$ cat src/rtl/pipe_ctrl_pkg.sv
// Shared types and constants for the pipeline hazard/stall controller.
package pipe_ctrl_pkg;

  typedef enum logic [1:0] {
    RUN       = 2'b00,
    DMEM_WAIT = 2'b01,
    HALTED    = 2'b10
  } state_e;

  typedef struct packed {
    logic pc_we;
    logic ifid_we;
    logic idex_we;
    logic exmem_we;
    logic memwb_we;
    logic ifid_flush;
    logic idex_flush;
    logic exmem_flush;
  } ctrl_t;

  localparam ctrl_t CTRL_RUN    = ctrl_t'(8'b1111_1000);
  localparam ctrl_t CTRL_FREEZE = ctrl_t'(8'b0000_0000);

  // Bubble loaded by a flushed pipeline register: NOP, no register write, no memory access.
  localparam int unsigned INSN_W        = 32;
  localparam logic [INSN_W-1:0] BUBBLE_INSN = 32'h0000_0013;
  localparam logic BUBBLE_R_WE          = 1'b0;
  localparam logic BUBBLE_MEM_EN        = 1'b0;

  // Control when no memory stall is pending: branch beats load-use beats halt.
  function automatic ctrl_t run_ctrl(input logic branch_taken, input logic load_use,
                                     input logic halt_req);
    ctrl_t c;
    c = CTRL_RUN;
    if (branch_taken) begin
      c.ifid_flush = 1'b1;
      c.idex_flush = 1'b1;
    end else if (load_use) begin
      c.pc_we       = 1'b0;
      c.ifid_we     = 1'b0;
      c.idex_we     = 1'b0;
      c.exmem_flush = 1'b1;
    end else if (halt_req) begin
      c = CTRL_FREEZE;
    end
    return c;
  endfunction

endpackage

$ cat src/rtl/pipe_ctrl_sat_cnt.sv
// Parameterised-width saturating counter with synchronous clear and increment.
module sat_cnt #(
  parameter int unsigned W = 16
) (
  input  logic         clk,
  input  logic         clr,
  input  logic         inc,
  output logic [W-1:0] count
);

  always_ff @(posedge clk) begin
    if (clr) begin
      count <= '0;
    end else if (inc && (count != {W{1'b1}})) begin
      count <= count + W'(1);
    end
  end

endmodule

$ cat src/rtl/pipe_ctrl.sv
// Pipeline stall/flush/halt controller with DMEM wait timeout and stall-cycle counter.
module pipe_ctrl
  import pipe_ctrl_pkg::*;
#(
  parameter int unsigned TIMEOUT     = 255,
  parameter int unsigned STALL_CNT_W = 16
) (
  input  logic                   clk,
  input  logic                   rst,
  input  logic                   load_use,
  input  logic                   branch_taken,
  input  logic                   dmem_req,
  input  logic                   dmem_ready,
  input  logic                   halt_req,
  input  logic                   resume,
  output logic                   pc_we,
  output logic                   ifid_we,
  output logic                   idex_we,
  output logic                   exmem_we,
  output logic                   memwb_we,
  output logic                   ifid_flush,
  output logic                   idex_flush,
  output logic                   exmem_flush,
  output logic                   halted,
  output logic                   bus_err,
  output logic [STALL_CNT_W-1:0] stall_cnt
);

  localparam int unsigned WAIT_W = 8;

  state_e            state, state_nx;
  logic [WAIT_W-1:0] wait_cnt, wait_cnt_nx;
  ctrl_t             ctrl;

  always_ff @(posedge clk) begin
    if (rst) begin
      state    <= RUN;
      wait_cnt <= '0;
    end else begin
      state    <= state_nx;
      wait_cnt <= wait_cnt_nx;
    end
  end

  // Mealy outputs and next state; reset forces the free-running defaults.
  always_comb begin
    state_nx    = state;
    wait_cnt_nx = wait_cnt;
    ctrl        = CTRL_RUN;
    halted      = 1'b0;
    bus_err     = 1'b0;
    if (!rst) begin
      unique case (state)
        RUN: begin
          if (dmem_req && !dmem_ready) begin
            ctrl        = CTRL_FREEZE;
            state_nx    = DMEM_WAIT;
            wait_cnt_nx = WAIT_W'(1);
          end else begin
            ctrl     = run_ctrl(branch_taken, load_use, halt_req);
            state_nx = (!branch_taken && !load_use && halt_req) ? HALTED : RUN;
          end
        end
        DMEM_WAIT: begin
          if (!dmem_ready) begin
            ctrl = CTRL_FREEZE;
            if (wait_cnt == WAIT_W'(TIMEOUT)) begin
              bus_err  = 1'b1;
              state_nx = HALTED;
            end else begin
              wait_cnt_nx = wait_cnt + WAIT_W'(1);
            end
          end else begin
            ctrl     = run_ctrl(branch_taken, load_use, halt_req);
            state_nx = (!branch_taken && !load_use && halt_req) ? HALTED : RUN;
          end
        end
        HALTED: begin
          ctrl   = CTRL_FREEZE;
          halted = 1'b1;
          if (resume) state_nx = RUN;
        end
        default: state_nx = RUN;
      endcase
    end
  end

  assign pc_we       = ctrl.pc_we;
  assign ifid_we     = ctrl.ifid_we;
  assign idex_we     = ctrl.idex_we;
  assign exmem_we    = ctrl.exmem_we;
  assign memwb_we    = ctrl.memwb_we;
  assign ifid_flush  = ctrl.ifid_flush;
  assign idex_flush  = ctrl.idex_flush;
  assign exmem_flush = ctrl.exmem_flush;

  sat_cnt #(.W(STALL_CNT_W)) u_stall_cnt (
    .clk   (clk),
    .clr   (rst),
    .inc   (!ctrl.pc_we),
    .count (stall_cnt)
  );

endmodule

$ cat config.mk
export PLATFORM = sky130hd
export DESIGN_NAME = pipe_ctrl
export DESIGN_NICKNAME = d
export VERILOG_FILES = /design/src/rtl/pipe_ctrl_pkg.sv /design/src/rtl/pipe_ctrl_sat_cnt.sv /design/src/rtl/pipe_ctrl.sv
export SDC_FILE = /design/constraint.sdc
export NUM_CORES = 1
export LEC_CHECK = 0
export ABC_CLOCK_PERIOD_IN_PS = 3350
export BUFFER_PORTS_ARGS = -buffer_cell sky130_fd_sc_hd__buf_2
export CORE_AREA = 2 2 52 54
export CTS_BUF_LIST = sky130_fd_sc_hd__clkbuf_4
export DETAILED_ROUTE_END_ITERATION = 8
export DIE_AREA = 0 0 54 56
export PLACE_DENSITY = 0.83
export SLEW_MARGIN = 20
export SYNTH_ARGS = -nofsm -noshare
export SYNTH_HDL_FRONTEND = slang
export SYNTH_SLANG_ARGS = --single-unit
$ cat constraint.sdc
create_clock -name clk -period 3.35 [get_ports clk]
set_input_delay 0.67 -clock clk [delete_from_list [all_inputs] [get_ports clk]]
set_output_delay 0.67 -clock clk [all_outputs]
set_load 0.05 [all_outputs]
# --- Word level (Yosys, flattened, before mapping) ---
# Cells that the tools add are included.
word_totals:
  ff_bits: 26
  out_inout_bits: 26
classes:
  n_addsub: 2
  eq_ne: 9
  mux: 27
  reduce_logical: 12
op_table:
  columns: ["cell", "count"]
  rows:
  - ["$mux 8", 7]
  - ["$pmux 8 s3", 1]
  - ["$add 16x1->16 const B", 1]
  - ["$ne 16x16->1 const B", 1]
  - ["$pmux 8 s2", 1]
  - ["$mux 2", 6]
  - ["$add 8x1->8 const B", 1]
  - ["$eq 8x8->1 const B", 1]
  - ["$mux 1", 8]
  - ["$ne 2x2->1 const B", 4]
  - ["$pmux 2 s3", 1]
  - ["$mux 5", 1]
  - ["$logic_and 1x1->1", 4]
  - ["$logic_not 1->1", 4]
  - ["$mux 4", 1]
  - ["$reduce_and 4->1", 1]
  - ["$mux 3", 1]
  - ["$ne 3x3->1 const B", 1]
  - ["$eq 2x1->1 const B", 1]
  - ["$eq 2x2->1 const B", 1]
  - ["$logic_not 2->1", 1]
  - ["$reduce_and 2->1", 1]
  - ["$reduce_bool 2->1", 1]

# --- Longest topological paths before layout ---
# Gate-level depths: netlist (run 1).
logic_depth:
  word_depth: 8
  depth_mapped: 7

# --- By module ---
# From an unflattened synthesis (run 1), not the netlist that was laid out.
hier_totals:
  hier_cells: 179
  hier_area_um2: 1483.9
modules_own_cells:
  columns: ["mod", "n_inst", "cells_each", "area_per_inst_um2"]
  rows:
  - ["sat_cnt", 1, 99, 848.3]
  - ["pipe_ctrl", 1, 80, 635.6]

# --- Least setup slack after synthesis (run 1) ---
# OpenSTA, ideal clock, no wires.
synth_timing:
  path_kind: "in2out"
  startpoint: "input port dmem_req"
  endpoint: "output port exmem_flush"
  arrival_ps: 2581
  required_time_ps: 2680
  setup_slack_ps: 99
  cell_stages: 3
  path_buffers: 0
  path_cell_list: "o21bai_1 > nand2b_1 > nor4b_1"
synth_between:
  elab_chain_cells: 4
synth_rtl:
  columns: ["element", "line_no", "rtl"]
  rows:
  - ["start, declared", "pipe_ctrl.sv:12", "input logic dmem_req,"]
  - ["$logic_and 1x1->1", "pipe_ctrl.sv:55", "if (dmem_req && !dmem_ready) begin"]
  - ["$mux 8", "pipe_ctrl.sv:55", null]
  - ["$pmux 8 s3", "pipe_ctrl.sv:53", "unique case (state)"]
  - ["$mux 8", "pipe_ctrl.sv:52", "if (!rst) begin"]
  - ["end, declared", "pipe_ctrl.sv:23", "output logic exmem_flush,"]
# Every way passes these cells.

# --- Worst setup path in the final report (run 1) ---
layout_timing:
  startpoint: "register wait_cnt[0]"
  endpoint: "output port bus_err"
layout_between:
  elab_chain_cells: 5
layout_rtl:
  columns: ["element", "line_no", "rtl"]
  rows:
  - ["start, declared", "pipe_ctrl.sv:32", "logic [WAIT_W-1:0] wait_cnt, wait_cnt_nx;"]
  - ["start signal, assigned", "pipe_ctrl.sv:41", "wait_cnt <= wait_cnt_nx;"]
  - ["$eq 8x8->1", "pipe_ctrl.sv:67", "if (wait_cnt == WAIT_W'(TIMEOUT)) begin"]
  - ["$mux 1", "pipe_ctrl.sv:67", null]
  - ["$mux 1", "pipe_ctrl.sv:65", "if (!dmem_ready) begin"]
  - ["$mux 1", "pipe_ctrl.sv:53", null]
  - ["$mux 1", "pipe_ctrl.sv:52", null]
  - ["end, declared", "pipe_ctrl.sv:25", "output logic bus_err,"]
# Every way passes these cells.

==> results.md, run 1 <==
* Outcome: finished clean
* Post-route setup TNS at 0 ns
* Period minus WS final at 2.61 ns
* Pin count of the biggest net entering global routing at 32
* H-tree depth at 1
* Critical path data arrival time at 1.94 ns
* Die area at 3020 sq um
* Root Driver: clkbuf_4
* Pins Over Slew Limit at 0
* Worst-Margin Slew at 0.578 ns
* Mapped Nets at 181
* Gr ovfl total at 0
* Die Span Y at 56 um
* Met3 Use GR at 4.30%
* Pwr Density at 396 nW/um^2
* Initial DRC count at 47
* DR vias at 1378
* Final worst slack at 0.743 ns
* GP Congestion at 0.867
* Leak at 0.583 nW
* WL per Instance at 13.7 um
* Post-Synthesis Cells at 171
* Reg clk slew, reported paths at 0.15 ns
* I/O pins at 34
* Cell variety after synth at 39
* Synth-to-layout area growth at 13.6%
* Hold crit path type: reg -> reg
* # setup viols final at 0
* Busiest grt layer: met2
* Worst setup SP type: flop
* Hold_buf cts at 0
* Final hold vios at 0
* Number of global-route vias before repair at 1247
* Site Rows at 18
* Max_slew headroom at 61.2%
* Post-CTS setup buffer count at 0
* YS warnings at 0
* CORE AREA at 2430 sq um
* Clk sinks at 26
* Seq/Total Area, Yosys at 37.0%
* TritonCTS Buffers at 3
* Port Buffers at 33
* RSZ-0062 raised after global routing: false
* Post-route DRC at 0
* First-pass DRT Iterations at 4
* Top cells by area, synth: dfxtp_1, xnor2_1, nor2_1
* Top cell type's share of synthesized area at 37.0%
* Share of cells above drive strength 1 at 21.3%
* Setup CP Type: reg -> out
* Setup WS pre-CTS at 0.710 ns
* Detailed Place HPWL at 2.29 mm
* Max cap viols at 0
* Initial core utilization at 57.8%
* Max rail drop VDD at 295 uV
* GR met2 Demand/Resource at 37.1%
* Max Clk Rate at 384 MHz
* First-pass GRT wire length at 5.24 mm
* Period utilization at 77.8%
* Resize count post-CTS at 0
* Setup crit end kind: output port
* # diodes at 0
* Initial antenna violation count at 0
* Antenna Violating Nets Remaining at 0
* Mapped cell area at 1410 sq um
* Overall Global Routing Usage at 22.2%
* Clock Latency Late Sink at 0.32 ns
* Max clock buf depth at 2
* Req. time, crit path at 2.68 ns
* Synth area leader: dfxtp_1
* Die width at 54 um
* Flop and latch count out of synthesis at 26
* CTS tree: built
* Clk_skew at 0.00427 ns
* Synthesized area per cell at 8.22 sq um
* M1 GR Usage at 28.3%
* Nets at 208
* Detailed Route WL at 3.12 mm
* Largest fanout on the critical path at 5
* Via density per instance at 6.07
power breakdown:
group,internal (mW),switching [mW]
clock,0.121,0.0980
sequential,0.314,0.00781
combinational,0.0253,0.0668
total,0.461,0.173
Yosys cell counts:
master	instances
o21ai_0	11
and4_1	2
or4_1	2
nor4_1	5
clkbuf_1	4
nand4b_1	2
buf_6	1
a21oi_2	1
a311o_1	1
a211oi_1	1
nand4_1	6
nor2b_1	2
nor4_2	1
buf_4	4
mux2i_1	1
nor2_1	18
and2_1	2
inv_1	4
a311oi_1	2
dfxtp_1	26
nand2_1	10
a221o_1	1
ha_1	2
o31ai_1	2
nor3_1	6
or3_1	3
nand2b_1	3
a221oi_1	1
buf_2	3
o21bai_1	1
o21ba_2	2
nand3_1	8
and3_1	1
nand3b_1	2
a21oi_1	10
nor3b_1	3
xnor2_1	9
nor4b_1	5
a31oi_1	3
critical path, stage by stage (launching register included):
cell and delay (ns):
dfxtp_1 0.40, ha_1 0.22, and4_1 0.30, inv_1 0.07, nor4_1 0.30, buf_2 0.32
registers in the layout (all words and copies together) (netlist names):
signal             count
wait_cnt               8
u_stall_cnt.count     16
state                  2
area by class of cell:
class                   count  area (sq um)
well taps                  30          37.5
clock inverters             1          30.0
clock buffers               3          22.5
repair buffers             34           173
multi-input cells         129           800
flip-flops and latches     26           520
fillers                   202           835
inverters                   4          15.0
placed cells by master (no fill, tap or decap), drive strengths merged, types with 6 or more instances in the layout:
cell type,netlist,routed
nand4,6,6
o21ai,11,11
nor4,6,6
nor3,6,6
dfxtp,26,26
nand3,8,8
a21oi,11,11
nor2,18,18
nand2,10,10
buf,8,34
xnor2,9,9
worst paths after layout:
check         startpoint                     to  slack [ns]  cells after the start
max reg2reg     state[0]  u_stall_cnt.count[11]        1.09                      6
min reg2reg  wait_cnt[1]            wait_cnt[1]        0.49                      2
max          wait_cnt[0]                bus_err        0.74                      5
min          wait_cnt[1]            wait_cnt[1]        0.49                      2
through the flow:
| step | instance area (sq um) | util (%) | instances | total power, mW | hold slack, ns |
|---|---|---|---|---|---|
| floorplan | 1410 | - | 171 | 0.405 | 0.444 |
| global placement | 1550 | 63.5 | 223 | 0.418 | 0.460 |
| detailed placement | 1550 | 63.5 | 223 | 0.421 | 0.469 |
| CTS | 1600 | 65.7 | 227 | 0.636 | 0.489 |
| global route | 1600 | 65.7 | 227 | 0.657 | 0.504 |
| finish | 1600 | 65.7 | 227 | 0.633 | 0.487 |
routing by layer:
metal,share of wire (%),up-vias
li1,-,685
met1,47,657
met2,48,30
met3,3.2,6
met4,1.3,0
met5,0,-
cell families after synthesis:
family	Yosys count	synth area share, %
buf+inv	16	6.14
compound gates	36	16.3
xor+xnor	9	5.61
fa+ha+maj	2	1.78
mux	1	0.712
simple gates	81	32.5
flops	26	37.0
No activity file was read; power rests on OpenSTA's default activity.
==> inputs of run 2 (changes only) <==
- ABC_CLOCK_PERIOD_IN_PS: 3350 -> 2300
- CORE_AREA: 2 2 52 54 -> 2 2 57 59
- DIE_AREA: 0 0 54 56 -> 0 0 59 61
- PLACE_DENSITY: 0.83 -> 0.73
- clock period: 3.35 -> 2.3 ns (I/O delays scaled with it)
==> results.md, run 2 (synthesis results as in run 1) <==
* Final hold vios at 0
* Final worst slack at 0.127 ns
* # setup viols final at 0
* FF/Latch Area at 522 sq um
* Multi-input gate area at 831 sq um
* Hold crit path type: in -> reg
* Initial DRC count at 59
* H-tree depth at 1
* Combinational Power Share at 15.9%
* Worst setup SP type: flop
* Period utilization at 94.5%
* Max cap viols at 0
* Gr ovfl total at 0
* Setup crit end kind: output port
* Outcome: finished clean
* First-pass GRT wire length at 5.22 mm
* Reg clk slew, reported paths at 0.14 ns
* Fillers at 283
* GP Congestion at 0.791
* Most common cell after layout, fill and taps aside: buf_2
* Worst-Margin Slew at 0.497 ns
* Post-route DRC at 0
* Req. time, crit path at 1.84 ns
* Period minus WS final at 2.17 ns
* Max rail drop VDD at 272 uV
* Clk_skew at 0.00893 ns
* Post-route setup TNS at 0 ns
* Max Clk Rate at 460 MHz
* Clock Latency Late Sink at 0.32 ns
* Detailed Route WL at 3.25 mm
* Max clock buf depth at 2
* Pwr Density at 556 nW/um^2
* Detailed Place HPWL at 2.37 mm
* Hold WS at 0.414 ns
* Biggest register: u_stall_cnt.count
* Pins Over Slew Limit at 0
* Leak at 0.609 nW
* Initial antenna violation count at 0
* Max_slew headroom at 66.6%
* Dpl cells at 230
* Setup WS pre-CTS at 0.144 ns
* Site Rows at 20
* Largest register FFs at 16
* I/O pins at 34
* WL per Instance at 13.9 um
* Die area at 3600 sq um
* Antenna Violating Nets Remaining at 0
* Critical path data arrival time at 1.71 ns
* Die width at 59 um
* Clk sinks at 26
* Port Buffers at 33
* R2R Setup Slk at 0.16 ns
* Most frequent cells in the layout: buf_2, dfxtp_1, nor2_1
* Largest fanout on the critical path at 5
* Synth-to-layout area growth at 19.0%
* Initial core utilization at 47.6%
* First-pass DRT Iterations at 4
* Largest registers: u_stall_cnt.count x16, wait_cnt x8, state x2
* Nets at 212
* CORE AREA at 2950 sq um
* Share of cells above drive strength 1 at 26.9%
* Sw power at 251 uW
* Clock group share of total power at 33.8%
* Setup CP Type: reg -> out
* Utilization after layout at 56.7%
* Die Span Y at 61 um
* Number of global-route vias before repair at 1220
* TritonCTS Buffers at 3
* DR vias at 1376
* Via density per instance at 5.88
* CTS tree: built
* Root Driver: clkbuf_4
* Total internal power at 679 uW
* Overall Global Routing Usage at 18.6%
* Hold_buf cts at 0
* Net Sw Frac at 27.0%
* Layout Cells excl Fill at 234
* Pin count of the biggest net entering global routing at 31
* Seq pwr share at 50.3%
* # diodes at 0
* RSZ-0062 raised after global routing: false
-- run 2: cell count changes in the layout (fill, tap and decap cells not counted), sizes merged --
cell,change
buf,+1
clkbuf,+3
-- run 2: worst max-delay path, stage by stage, from the launching register on --
cell	delay [ns]
dfxtp_1	0.38
ha_2	0.22
and4_4	0.27
inv_1	0.05
nor4_2	0.24
buf_4	0.24
-- run 2: path summary, 6_finish.rpt --
kind / depth (start not counted) / start / to
worst max-delay path: 5 / wait_cnt[1] / bus_err
worst min-delay path: 4 / resume / state[1]
worst max register to register: 4 / u_stall_cnt.count[2] / u_stall_cnt.count[11]
worst min register to register: 1 / wait_cnt[0] / wait_cnt[0]
-- run 2: cell type report --
type,count,area share (%)
inverter,4,0.897
clock buffer,3,1.35
multi-input combinational,129,49.6
clock inverter,1,1.79
timing repair buffer,38,12.7
sequential,26,31.2
tap,33,2.47
-- run 2: repair_timing --
item | 4_1_cts | 5_1_grt
buffers inserted | 0 | 0
setup endpoints to repair | 1 | 4
gates resized for setup | 1 | 8
-- run 2: metal layers --
layer | track usage [%] | routed length (um) | part of all wire, %
met1 | 22.5 | 1380 | 43
met2 | 34.0 | 1730 | 53
met3 | 2.99 | 120 | 3.7
met4 | 5.52 | 12 | 0.37
met5 | 0 | 0 | 0
-- run 2: power groups by stage --
stage | combinational [mW] | clock, mW | sequential (mW)
after floorplan | 0.108 | 0 | 0.486
after global placement | 0.141 | 0 | 0.477
after detailed placement | 0.144 | 0 | 0.477
after CTS | 0.145 | 0.326 | 0.467
after global routing | 0.159 | 0.341 | 0.470
final | 0.148 | 0.315 | 0.468
-- run 2: metrics by stage --
stage	area, sq um	total power [mW]
3_5_place_dp	1600	0.621
6_report	1670	0.930
3_3_place_gp	1600	0.618
2_1_floorplan	1430	0.593
5_1_grt	1670	0.970
4_1_cts	1660	0.937
==> inputs of run 3 (changes only) <==
- ABC_AREA: default -> 1
- CORE_AREA: 2 2 57 59 -> 2 2 62 64
- DIE_AREA: 0 0 59 61 -> 0 0 64 66
- PLACE_DENSITY: 0.73 -> 0.75
==> results.md, run 3 <==
* Outcome: finished clean
* Final hold vios at 0
* Most frequent cell on the critical path: inv_1
* Pin count of the biggest net entering global routing at 26
* Post-route DRC at 0
* Met3 Use GR at 2.56%
* Gr ovfl total at 0
* Synth cell count leaders: nand2_1, nor2_1, inv_1
* DR vias at 1810
* Max cap viols at 0
* Synth Area in Simple Gates at 42.2%
* Seq/Total Area, Yosys at 28.9%
* # setup viols final at 0
* XOR/XNOR Fraction of Synth Area at 3.41%
* Initial antenna violation count at 0
* Detailed Place HPWL at 2.98 mm
* Most numerous cell in the Yosys netlist: nand2_1
* Hold_buf cts at 0
* Antenna Violating Nets Remaining at 0
* Setup WS pre-CTS at 0.317 ns
* WL per Instance at 10.7 um
* First-pass GRT wire length at 6.79 mm
* Top cells by area, synth: dfxtp_1, nand2_1, nor2_1
* Clk sinks at 26
* Die area at 4220 sq um
* Combinational family with the most area after synthesis: simple AND/OR/NAND/NOR gates
* CORE AREA at 3550 sq um
* Critical path data arrival time at 1.64 ns
* CTS tree: built
* Pins Over Slew Limit at 0
* Nets at 327
* I/O pins at 34
* Reg clk slew, reported paths at 0.14 ns
* Cell variety after synth at 28
* Post-synth EDFFs at 0
* Most common cell after layout, fill and taps aside: nand2_1
* Site Rows at 22
* Initial DRC count at 117
* Most frequent cells in the layout: nand2_1, nor2_1, buf_2
* Max clock buf depth at 2
* Post-route setup TNS at 0 ns
* Synth-to-layout area growth at 10.4%
* Overall Global Routing Usage at 19.8%
* RSZ-0062 raised after global routing: false
* Worst Path Buf+Inv at 4
* Die width at 64 um
* Period minus WS final at 2.10 ns
* Mapped Nets at 299
* Hold crit path type: in -> reg
* Leak at 0.806 nW
* Flop and latch count out of synthesis at 26
* Synthesized area per cell at 6.23 sq um
* GP Congestion at 0.867
* Worst-Margin Slew at 0.453 ns
* Share of cells above drive strength 1 at 19.3%
* Synth async-reset ratio at 0%
* M1 GR Usage at 28.9%
* Primary FF master, synth: dfxtp_1
* GR met2 Demand/Resource at 30.2%
* Largest fanout on the critical path at 8
* Via density per instance at 4.97
* First-pass DRT Iterations at 5
* Final worst slack at 0.197 ns
* Setup crit end kind: output port
* Mapped cell area at 1800 sq um
* # diodes at 0
* Critical Path, Cell by Cell: inv_1, nor2_1, inv_1, nor2_1, inv_1, nor3_2, buf_6
* Post-CTS setup buffer count at 0
* Synth area leader: dfxtp_1
* H-tree depth at 1
* Setup CP Type: reg -> out
* Busiest grt layer: met2
* Period utilization at 91.4%
* Pwr Density at 437 nW/um^2
* Worst setup SP type: flop
* Initial core utilization at 50.7%
* Synth Area in Compound Gates at 11.8%
* CP max stage delay at 0.43 ns
* Post-Synthesis Cells at 289
* Req. time, crit path at 1.84 ns
* Max_slew headroom at 69.8%
* TritonCTS Buffers at 3
* Mux cell area share after synthesis at 0%
* Max rail drop VDD at 301 uV
* Clock Latency Late Sink at 0.33 ns
* Top cell type's share of synthesized area at 28.9%
* Number of global-route vias before repair at 1514
* CP max-delay cell: dfxtp_4
* Root Driver: clkbuf_4
* Area share of fa/ha/maj cells after synthesis at 1.39%
* Die Span Y at 66 um
* YS warnings at 0
* Detailed Route WL at 3.91 mm
* Max Clk Rate at 475 MHz
* Largest registers: u_stall_cnt.count x16, wait_cnt x8, state x2
* Crit-path leading delay family: simple AND/OR/NAND/NOR gates
* Hold WS at 0.316 ns
* Clk_skew at 0.0106 ns
* Largest register FFs at 16
* Port Buffers at 33
* Biggest register: u_stall_cnt.count
## run 3: cells by family after synthesis
group | after synthesis
adders and majority gates | 2
DFF | 26
and+or+nand+nor | 178
xor gates and xnor gates | 7
AOI/OAI and AO/OA | 34
buffers and inverters | 42
## run 3: where the power goes
| group | switching, mW | internal [mW] |
|---|---|---|
| Combinational | 0.147 | 0.0476 |
| Clock | 0.139 | 0.0636 |
| Sequential | 0.0132 | 0.459 |
## run 3: area by class of cell
class | instances | area, sq um
Tap cell | 48 | 60.1
Sequential cell | 26 | 527
Fill cell | 344 | 1560
Clock buffer | 3 | 22.5
Timing Repair Buffer | 34 | 179
Clock inverter | 1 | 3.75
Inverter | 31 | 116
Multi-Input combinational cell | 221 | 1080
## run 3: worst paths after layout
| path | slack (ns) | start | cells past startpoint | endpoint |
|---|---|---|---|---|
| setup / recovery | 0.20 | state[0] | 7 | bus_err |
| hold / removal | 0.32 | resume | 2 | state[1] |
| setup reg to reg | 0.50 | u_stall_cnt.count[0] | 9 | u_stall_cnt.count[11] |
| hold reg to reg | 0.49 | wait_cnt[1] | 2 | wait_cnt[1] |
## run 3: metal layers
| layer | vias up | wire length, um |
|---|---|---|
| li1 | 976 | - |
| met1 | 785 | 2000 |
| met2 | 45 | 1660 |
| met3 | 4 | 195 |
| met4 | 0 | 47 |
| met5 | - | 0 |
## run 3: stage by stage
step	cells	utilization (%)	total power [mW]	cell area (sq um)
CTS	364	55.5	0.878	1970
global route	364	56.0	0.921	1990
finish	364	56.0	0.869	1990
global placement	360	54.7	0.676	1940
floorplan	289	-	0.653	1810
detailed placement	360	54.7	0.677	1940
## run 3: what timing repair did
action                                  in CTS  in global routing
pin swaps                                    0                  0
endpoints found under the setup margin       1                  1
gates resized for setup                      1                  8
